**src/rtl/mux_sel_scanner_if.sv**
```systemverilog
// rtl/mux_sel_scanner_if.sv - control/status bundle between a scan controller and mux_sel_scanner
interface mux_sel_scanner_if #(
    parameter int DWELL_W = 8
);
    logic               start;
    logic               stop;
    logic [3:0]         ch_en;
    logic [DWELL_W-1:0] dwell;
    logic               s1;
    logic               s0;
    logic               sel_valid;
    logic               ch_step;
    logic               scan_wrap;
    logic               busy;

    modport master (
        output start, stop, ch_en, dwell,
        input  s1, s0, sel_valid, ch_step, scan_wrap, busy
    );

    modport slave (
        input  start, stop, ch_en, dwell,
        output s1, s0, sel_valid, ch_step, scan_wrap, busy
    );
endinterface

```
**src/rtl/mux_sel_scanner.sv**
```systemverilog
// rtl/mux_sel_scanner.sv - round-robin select generator for a 4:1 mux with skip, dwell and wrap flag
module mux_sel_scanner #(
    parameter int DWELL_W = 8
) (
    input  logic                  clk,
    input  logic                  rst,
    mux_sel_scanner_if.slave      bus
);
    typedef enum logic {
        IDLE  = 1'b0,
        DWELL = 1'b1
    } state_t;

    state_t             state_q, state_d;
    logic [1:0]         idx_q, idx_d;
    logic [DWELL_W-1:0] cnt_q, cnt_d;
    logic               ch_step_q, ch_step_d;
    logic               scan_wrap_q, scan_wrap_d;

    logic [1:0]         first_idx;
    logic [1:0]         next_idx;
    logic [1:0]         cand;

    // Lowest enabled channel: iterate downward so the smallest set bit wins.
    always_comb begin
        first_idx = 2'd0;
        for (int k = 3; k >= 0; k--) begin
            if (bus.ch_en[k]) first_idx = 2'(k);
        end
    end

    // Next enabled channel after idx_q; offset 4 wraps back onto idx_q itself.
    always_comb begin
        next_idx = idx_q;
        cand     = 2'd0;
        for (int k = 4; k >= 1; k--) begin
            cand = idx_q + 2'(k);
            if (bus.ch_en[cand]) next_idx = cand;
        end
    end

    always_comb begin
        state_d     = state_q;
        idx_d       = idx_q;
        cnt_d       = cnt_q;
        ch_step_d   = 1'b0;
        scan_wrap_d = 1'b0;
        case (state_q)
            IDLE: begin
                if (bus.start && !bus.stop && (bus.ch_en != 4'd0)) begin
                    state_d   = DWELL;
                    idx_d     = first_idx;
                    cnt_d     = bus.dwell;
                    ch_step_d = 1'b1;
                end
            end
            DWELL: begin
                if (bus.stop) begin
                    state_d = IDLE;
                end else if (cnt_q != '0) begin
                    cnt_d = cnt_q - DWELL_W'(1);
                end else if (bus.ch_en == 4'd0) begin
                    state_d = IDLE;
                end else begin
                    idx_d       = next_idx;
                    cnt_d       = bus.dwell;
                    ch_step_d   = 1'b1;
                    scan_wrap_d = (next_idx <= idx_q);
                end
            end
            default: state_d = IDLE;
        endcase
    end

    always_ff @(posedge clk or posedge rst) begin
        if (rst) begin
            state_q     <= IDLE;
            idx_q       <= 2'd0;
            cnt_q       <= '0;
            ch_step_q   <= 1'b0;
            scan_wrap_q <= 1'b0;
        end else begin
            state_q     <= state_d;
            idx_q       <= idx_d;
            cnt_q       <= cnt_d;
            ch_step_q   <= ch_step_d;
            scan_wrap_q <= scan_wrap_d;
        end
    end

    assign bus.s1        = idx_q[1];
    assign bus.s0        = idx_q[0];
    assign bus.sel_valid = (state_q == DWELL);
    assign bus.busy      = (state_q == DWELL);
    assign bus.ch_step   = ch_step_q;
    assign bus.scan_wrap = scan_wrap_q;
endmodule

```
**src/flat_wrapper.sv**
```systemverilog
// flat-port wrapper written by rule: the top's interface ports become plain ports
module mux_sel_scanner_flat 
#(
    parameter int DWELL_W = 8
)
  (clk, rst, bus_start, bus_stop, bus_ch_en, bus_dwell, bus_s1, bus_s0, bus_sel_valid, bus_ch_step, bus_scan_wrap, bus_busy);
  mux_sel_scanner_if #(.DWELL_W(DWELL_W)) bus_i ();
  input  logic clk;
  input  logic rst;
  input wire logic [$bits(bus_i.start)-1:0] bus_start;
  input wire logic [$bits(bus_i.stop)-1:0] bus_stop;
  input wire logic [$bits(bus_i.ch_en)-1:0] bus_ch_en;
  input wire logic [$bits(bus_i.dwell)-1:0] bus_dwell;
  output wire logic [$bits(bus_i.s1)-1:0] bus_s1;
  output wire logic [$bits(bus_i.s0)-1:0] bus_s0;
  output wire logic [$bits(bus_i.sel_valid)-1:0] bus_sel_valid;
  output wire logic [$bits(bus_i.ch_step)-1:0] bus_ch_step;
  output wire logic [$bits(bus_i.scan_wrap)-1:0] bus_scan_wrap;
  output wire logic [$bits(bus_i.busy)-1:0] bus_busy;
  assign bus_i.start = bus_start;
  assign bus_i.stop = bus_stop;
  assign bus_i.ch_en = bus_ch_en;
  assign bus_i.dwell = bus_dwell;
  assign bus_s1 = bus_i.s1;
  assign bus_s0 = bus_i.s0;
  assign bus_sel_valid = bus_i.sel_valid;
  assign bus_ch_step = bus_i.ch_step;
  assign bus_scan_wrap = bus_i.scan_wrap;
  assign bus_busy = bus_i.busy;
  mux_sel_scanner #(.DWELL_W(DWELL_W)) u_core (.clk(clk), .rst(rst), .bus(bus_i));
endmodule
```
**config.mk**
```make
export PLATFORM = sky130hd
export DESIGN_NAME = mux_sel_scanner_flat
export DESIGN_NICKNAME = d
export VERILOG_FILES = /design/src/rtl/mux_sel_scanner_if.sv /design/src/rtl/mux_sel_scanner.sv /design/src/flat_wrapper.sv
export SDC_FILE = /design/constraint.sdc
export NUM_CORES = 1
export LEC_CHECK = 0
export BUFFER_PORTS_ARGS = -buffer_cell sky130_fd_sc_hd__buf_2
export CORE_UTILIZATION = 40
export CTS_BUF_LIST = sky130_fd_sc_hd__clkbuf_16
export DETAILED_ROUTE_END_ITERATION = 10
export HOLD_SLACK_MARGIN = 0.02
export SLEW_MARGIN = 5
export SYNTH_ARGS = -nofsm -noshare
export SYNTH_HDL_FRONTEND = slang
export SYNTH_SLANG_ARGS = --single-unit
```
**constraint.sdc**
```tcl
create_clock -name clk -period 2.6 [get_ports clk]
set_clock_uncertainty 0.2 [all_clocks]
set_input_delay 0.52 -clock clk [delete_from_list [all_inputs] [get_ports clk]]
set_output_delay 0.52 -clock clk [all_outputs]
set_load 0.01 [all_outputs]
```
==> results of run 1 <==
registers in the layout (all words and copies together) (netlist names):
register,flops
u_core.idx_q,2
u_core.bus.busy,1
u_core.bus.scan_wrap,1
u_core.bus.ch_step,1
u_core.cnt_q,8
layout by cell type, fill, tap and decap left out, types with 4 or more instances in the layout:
| master | instances |
|---|---|
| a21oi_1 | 8 |
| buf_2 | 21 |
| dfrtp_1 | 13 |
| ha_1 | 4 |
| inv_1 | 14 |
| mux2i_1 | 4 |
| nand2b_1 | 4 |
| nor2b_1 | 4 |
| nor3_1 | 7 |
| o21ai_0 | 4 |
| o221ai_1 | 5 |
through the flow:
stage               setup slack (ns)  power, µW  instance area (µm²)
floorplan                      0.595        478                 1010
global placement               0.384        555                 1140
detailed placement             0.385        559                 1140
CTS                            0.455        853                 1220
global route                   0.266        906                 1220
finish                         0.424        846                 1220
power by group:
| part | internal [µW] | switching [µW] |
|---|---|---|
| combinational | 114 | 149 |
| clock | 203 | 84.9 |
| sequential | 240 | 54.7 |
final timing paths:
| check | end | cells past startpoint | startpoint | slack [ns] |
|---|---|---|---|---|
| max | u_core.cnt_q[1]$_DFFE_PP0P_ | 7 | u_core.cnt_q[0]$_DFFE_PP0P_ | 0.42 |
| max in group asynchronous | u_core.cnt_q[3]$_DFFE_PP0P_ | 2 | rst | 1.74 |
| min | u_core.bus.ch_step$_DFF_PP0_ | 2 | rst | 0.11 |
| min in group clk | u_core.cnt_q[4]$_DFFE_PP0P_ | 2 | u_core.cnt_q[4]$_DFFE_PP0P_ | 0.36 |
| min reg2reg | u_core.cnt_q[4]$_DFFE_PP0P_ | 2 | u_core.cnt_q[4]$_DFFE_PP0P_ | 0.36 |
| max reg2reg | u_core.cnt_q[1]$_DFFE_PP0P_ | 7 | u_core.cnt_q[0]$_DFFE_PP0P_ | 0.42 |
cell type report:
type	count	share of cell area [%]
clock buffers	3	6.15
clock inverters	1	0.308
inverters	14	4.31
multi-input cells	81	50.5
flip-flops and latches	13	26.7
well taps	28	2.87
repair buffers	22	9.23
layer usage:
layer  global-route usage (%)  up-vias  share of wire, %
met5                        0        -                 0
met4                     10.5        0               1.9
met3                     3.77        5               3.6
met2                     39.1       22                50
met1                     24.6      478                44
li1                         -      473                 -
logic make-up (layout without fill, tap and decap cells):
family / after synthesis / in the layout / share of synthesized area [%]
AO/OA/AOI/OAI: 36 / 36 / 26.0
adder cells (fa/ha/maj): 4 / 4 / 4.96
buffers and inverters: 17 / 40 / 6.81
flip-flops: 13 / 13 / 32.2
multiplexers: 4 / 4 / 3.97
AND/OR/NAND/NOR: 37 / 37 / 26.0
==> flow_metrics.tcl, run 1 <==
set metrics [dict create \
    clkSlewWorstSetupHoldPaths_ns 0.04 \
    fillers 232 \
    hold_class "input pin to async pin" \
    leakage_uw 0.000533 \
    postCtsSetupBuffers 0 \
    fmax_mhz 460 \
    drive_above_1_share_pct 25.4 \
    io_buffer_count 21 \
    core_mm2 0.00230 \
    syn_area_mm2 0.00101 \
    cts_sinks 13 \
    grt_usage_pct 21.8 \
    area_delta_synth_final_pct 20.8 \
    multiInputGateArea_um2 616 \
    ys_warn_count 0 \
    drtIter0Drc 13 \
    die_h_um 52.2 \
    critPathBufInv 2 \
    status "completed" \
    max_stage_delay_ns 0.43 \
    hold_slack_ns 0.105 \
    ctsHtreeMaxLevel 1 \
    synth.distinct_cells 42 \
    syn_inst 111 \
    synth-main-ff-cell "dfrtp_1" \
    pin_count 22 \
    fin_crit_sh_pct 83.7 \
    start_util_pct 44.0 \
    synth_seq_area_share_pct 32.2 \
    synthesis.nets 131 \
    cts-resized-gates 0 \
    via_count 978 \
    cp_top_family "compound AO/OA/AOI/OAI gates" \
    period_needed_ns 2.18 \
    worstMarginPinSlew_ns 0.616 \
    post-dp-hpwl_mm 1.90 \
    fin_tns_setup_ns 0 \
    clock_latency_ns 0.24 \
    worstPathMaxFanout 7 \
    drcViolationCount 0 \
    grt_max_degree 15 \
    ys_ff_latch 13 \
    antenna_cells 0 \
    yosysTopAreaCell "dfrtp_1" \
    vdd_drop_max_mv 0.466 \
    first_pass_iters 4 \
    drv_slew 0 \
    hold_buffers 0 \
    grt_pass1_wl_mm 4.22 \
    die-area_mm2 0.00273 \
    die_w_um 52.2 \
    grt_overflow 0 \
    worstSetupStartpointType "register" \
    totalWireLength_mm 2.52 \
    finalSetupViolCount 0 \
    post-route-util_pct 53.1 \
    worstPathRequired_ns 2.55 \
    ctsLongestPathBuffers 2 \
    synth.area.top_cells "dfrtp_1 32%, ha_1 5.0%, inv_1 4.8%, o221ai_1 4.3%, a21oi_1 4.0%" \
    dp_cells 158 \
    p_per_area_mw_per_mm2 694 \
    post_drt_wl_per_cell_um 15.6 \
    synthArstFlopShare_pct 100 \
    syn_area_per_cell_um2 9.10 \
    rsz0062_at_grt "false" \
    nets 155 \
    grt_pass1_vias 930 \
    clock-root-buffer "clkbuf_16" \
    ant_nets 0 \
    register_area_um2 325 \
    worstSetupPathType "register to register" \
    synth-edff-count 0 \
    via_per_inst 6.04 \
    drv_cap 0 \
    cts_tree "done" \
    end_kind "register" \
    grt_antenna_before_repair 0 \
    finalHoldViolCount 0 \
    fp-row-count 17 \
    fin_cells 162 \
    worstPathArrival_ns 2.13 \
    relSlewSlack_pct 58.9 \
    place_congestion 0.877 \
    yosysTopAreaCellShare_pct 32.2 \
    slowest_stage "dfrtp_1" \
    worstPathCellList "inv_1 > ha_1 > nor4b_4 > a31oi_2 > o21ai_2 > inv_2 > mux2i_1" \
    synth_commonest_cells "13 x dfrtp_1, 13 x inv_1, 8 x a21oi_1" \
    cts_buffers 3 \
]
No activity file was read; power rests on OpenSTA's default activity.
==> run 2, diff against run 1 <==
==> constraint.sdc (replaced) <==
create_clock -name clk -period 1.9 [get_ports clk]
set_clock_uncertainty 0.2 [all_clocks]
set_input_delay 0.38 -clock clk [delete_from_list [all_inputs] [get_ports clk]]
set_output_delay 0.38 -clock clk [all_outputs]
set_load 0.01 [all_outputs]
==> run 2 against run 1 <==
The run now ends with negative setup slack left; worst hold slack better by 0.13 ns; critical path depth shrank 1; global-route usage grew 3.6 points; total power grew 55%; register-to-register slack worse by 0.51 ns; cell count is 14% higher; via count increased by 10%; die area is the same; maximum frequency grew 9.4%; sequential power rose by 32%; first-iteration DRC count up 46%; final area rose by 19%; largest power group is now combinational cells.
==> flow_metrics.tcl, run 2 (synthesis results as in run 1) <==
set metrics [dict create \
    status "finished, violations left" \
    failed_checks "negative setup slack" \
    first_pass_iters 4 \
    die_h_um 52.2 \
    ctsLongestPathBuffers 2 \
    worstSetupPathType "register to register" \
    cts_buffers 3 \
    drv_slew 0 \
    layout_common_cells "22 x buf_4, 21 x buf_2, 13 x dfrtp_1" \
    antenna_cells 0 \
    end_kind "register" \
    fmax_mhz 503 \
    post-dp-hpwl_mm 2.16 \
    regMostFlops "u_core.cnt_q" \
    preCtsSetupSlack_ns -0.141 \
    post_drt_wl_per_cell_um 16.0 \
    fp-row-count 17 \
    worstPathArrival_ns 1.92 \
    final_common_cell "buf_4" \
    die_w_um 52.2 \
    die-area_mm2 0.00273 \
    io_buffer_count 21 \
    totalWireLength_mm 2.97 \
    cts_sinks 13 \
    finalSetupViolCount 7 \
    grt_usage_pct 25.4 \
    grt_pass1_vias 1095 \
    grt_pass1_wl_mm 4.99 \
    vdd_drop_max_mv 0.578 \
    hold_path_startpoint "bus_dwell[5]" \
    p_per_area_mw_per_mm2 902 \
    grt_max_degree 16 \
    hold_slack_ns 0.236 \
    drcViolationCount 0 \
    rsz0062_at_grt "true" \
    hold_depth 3 \
    finalHoldViolCount 0 \
    clkSlewWorstSetupHoldPaths_ns 0.05 \
    setup_slack_ns -0.0895 \
    worstMarginPinSlew_ns 0.543 \
    largest_reg_flops 8 \
    ant_nets 0 \
    worstPathCellList "inv_2 > ha_4 > or4b_4 > o21ai_4 > nor3_2 > a211o_1" \
    r2r_slack_ns -0.09 \
    grt_overflow 0 \
    via_per_inst 5.83 \
    multiInputGateArea_um2 681 \
    top_usage_layer "met2" \
    core_mm2 0.00230 \
    drtIter0Drc 19 \
    worstSetupStartpointType "register" \
    slowest_stage "or4b_4" \
    fin_cells 185 \
    hold_class "input pin to register" \
    start_util_pct 44.0 \
    reg_top3 "u_core.cnt_q x8, u_core.idx_q x2" \
    met1_usage_pct 28.7 \
    cts_tree "done" \
    dp_cells 177 \
    grt_antenna_before_repair 0 \
    pin_count 22 \
    grt_use_met2_pct 48.9 \
    register_area_um2 325 \
    whs_endpoint "u_core.cnt_q[5]$_DFFE_PP0P_" \
    area_delta_synth_final_pct 43.9 \
    drive_above_1_share_pct 41.4 \
    max_stage_delay_ns 0.50 \
    r2r-end "u_core.cnt_q[0]$_DFFE_PP0P_" \
    ctsHtreeMaxLevel 1 \
    fillers 204 \
    clock-root-buffer "clkbuf_16" \
    r2r_start "u_core.cnt_q[1]$_DFFE_PP0P_" \
    worstPathRequired_ns 1.83 \
    use_met3_pct 2.61 \
    power.total_uw 1310 \
    drv_cap 0 \
    place_congestion 0.835 \
    fin_crit_sh_pct 105 \
    period_needed_ns 1.99 \
    nets 178 \
    leakage_uw 0.000644 \
    via_count 1078 \
    clock_latency_ns 0.24 \
    rr_worst_depth 6 \
    worstSetupStartpoint "u_core.cnt_q[1]$_DFFE_PP0P_" \
    worstPathMaxFanout 5 \
    relSlewSlack_pct 63.7 \
]
-- run 2: layer usage --
metal  vias to the layer above  share of wire [%]
met5                         -                  0
met4                         0                1.3
met3                         5                2.7
met2                        23                 53
met1                       531                 43
li1                        519                  -
-- run 2: what timing repair did --
action / in CTS / in global routing
endpoints found under the setup margin: 8 / 10
cloned: 1 / 0
hold buffers: 1 / 0
setup buffers: 1 / 1
gates resized for setup: 5 / 5
endpoints found under the hold margin: 13 / 0
pin swaps: 4 / 4
-- run 2: cell type report --
class	count	area share [%]
Sequential cell	13	22.4
Tap cell	28	2.41
Timing Repair Buffer	44	19.3
Clock inverter	1	0.258
Inverter	14	3.62
Clock buffer	3	5.17
Multi-Input combinational cell	82	46.9
-- run 2: stage by stage --
| step | utilization [%] | setup TNS (ns) | area, µm² |
|---|---|---|---|
| 6_report | 63.2 | -0.343 | 1450 |
| 5_1_grt | 63.2 | -1.13 | 1450 |
| 4_1_cts | 61.5 | -0.265 | 1410 |
| 3_5_place_dp | 56.0 | -0.702 | 1290 |
| 3_3_place_gp | 56.0 | -0.330 | 1290 |
| 2_1_floorplan | - | -0.180 | 1010 |
-- run 2: worst max-delay path by stage --
stage / end / slack (ns) / cells past startpoint
6_report: u_core.cnt_q[0]$_DFFE_PP0P_ / -0.09 / 6
5_1_grt: u_core.cnt_q[0]$_DFFE_PP0P_ / -0.17 / 6
4_1_cts: u_core.cnt_q[0]$_DFFE_PP0P_ / -0.08 / 6
3_5_place_dp: u_core.cnt_q[0]$_DFFE_PP0P_ / -0.14 / 6
3_3_place_gp: u_core.cnt_q[0]$_DFFE_PP0P_ / -0.06 / 6
2_1_floorplan: u_core.cnt_q[0]$_DFFE_PP0P_ / -0.06 / 6
-- run 2: worst max-delay path, delay by kind of cell (launching register included) --
kind                       cells  cell delay (ns)
and+or+nand+nor                2             0.58
AOI/OAI and AO/OA              2             0.49
buffers and inverters          1             0.09
DFF                            1             0.39
adders and majority gates      1             0.13
-- run 2: power by group --
part	internal [µW]	switching [µW]
registers	329	60.9
logic	257	268
clock network	278	117
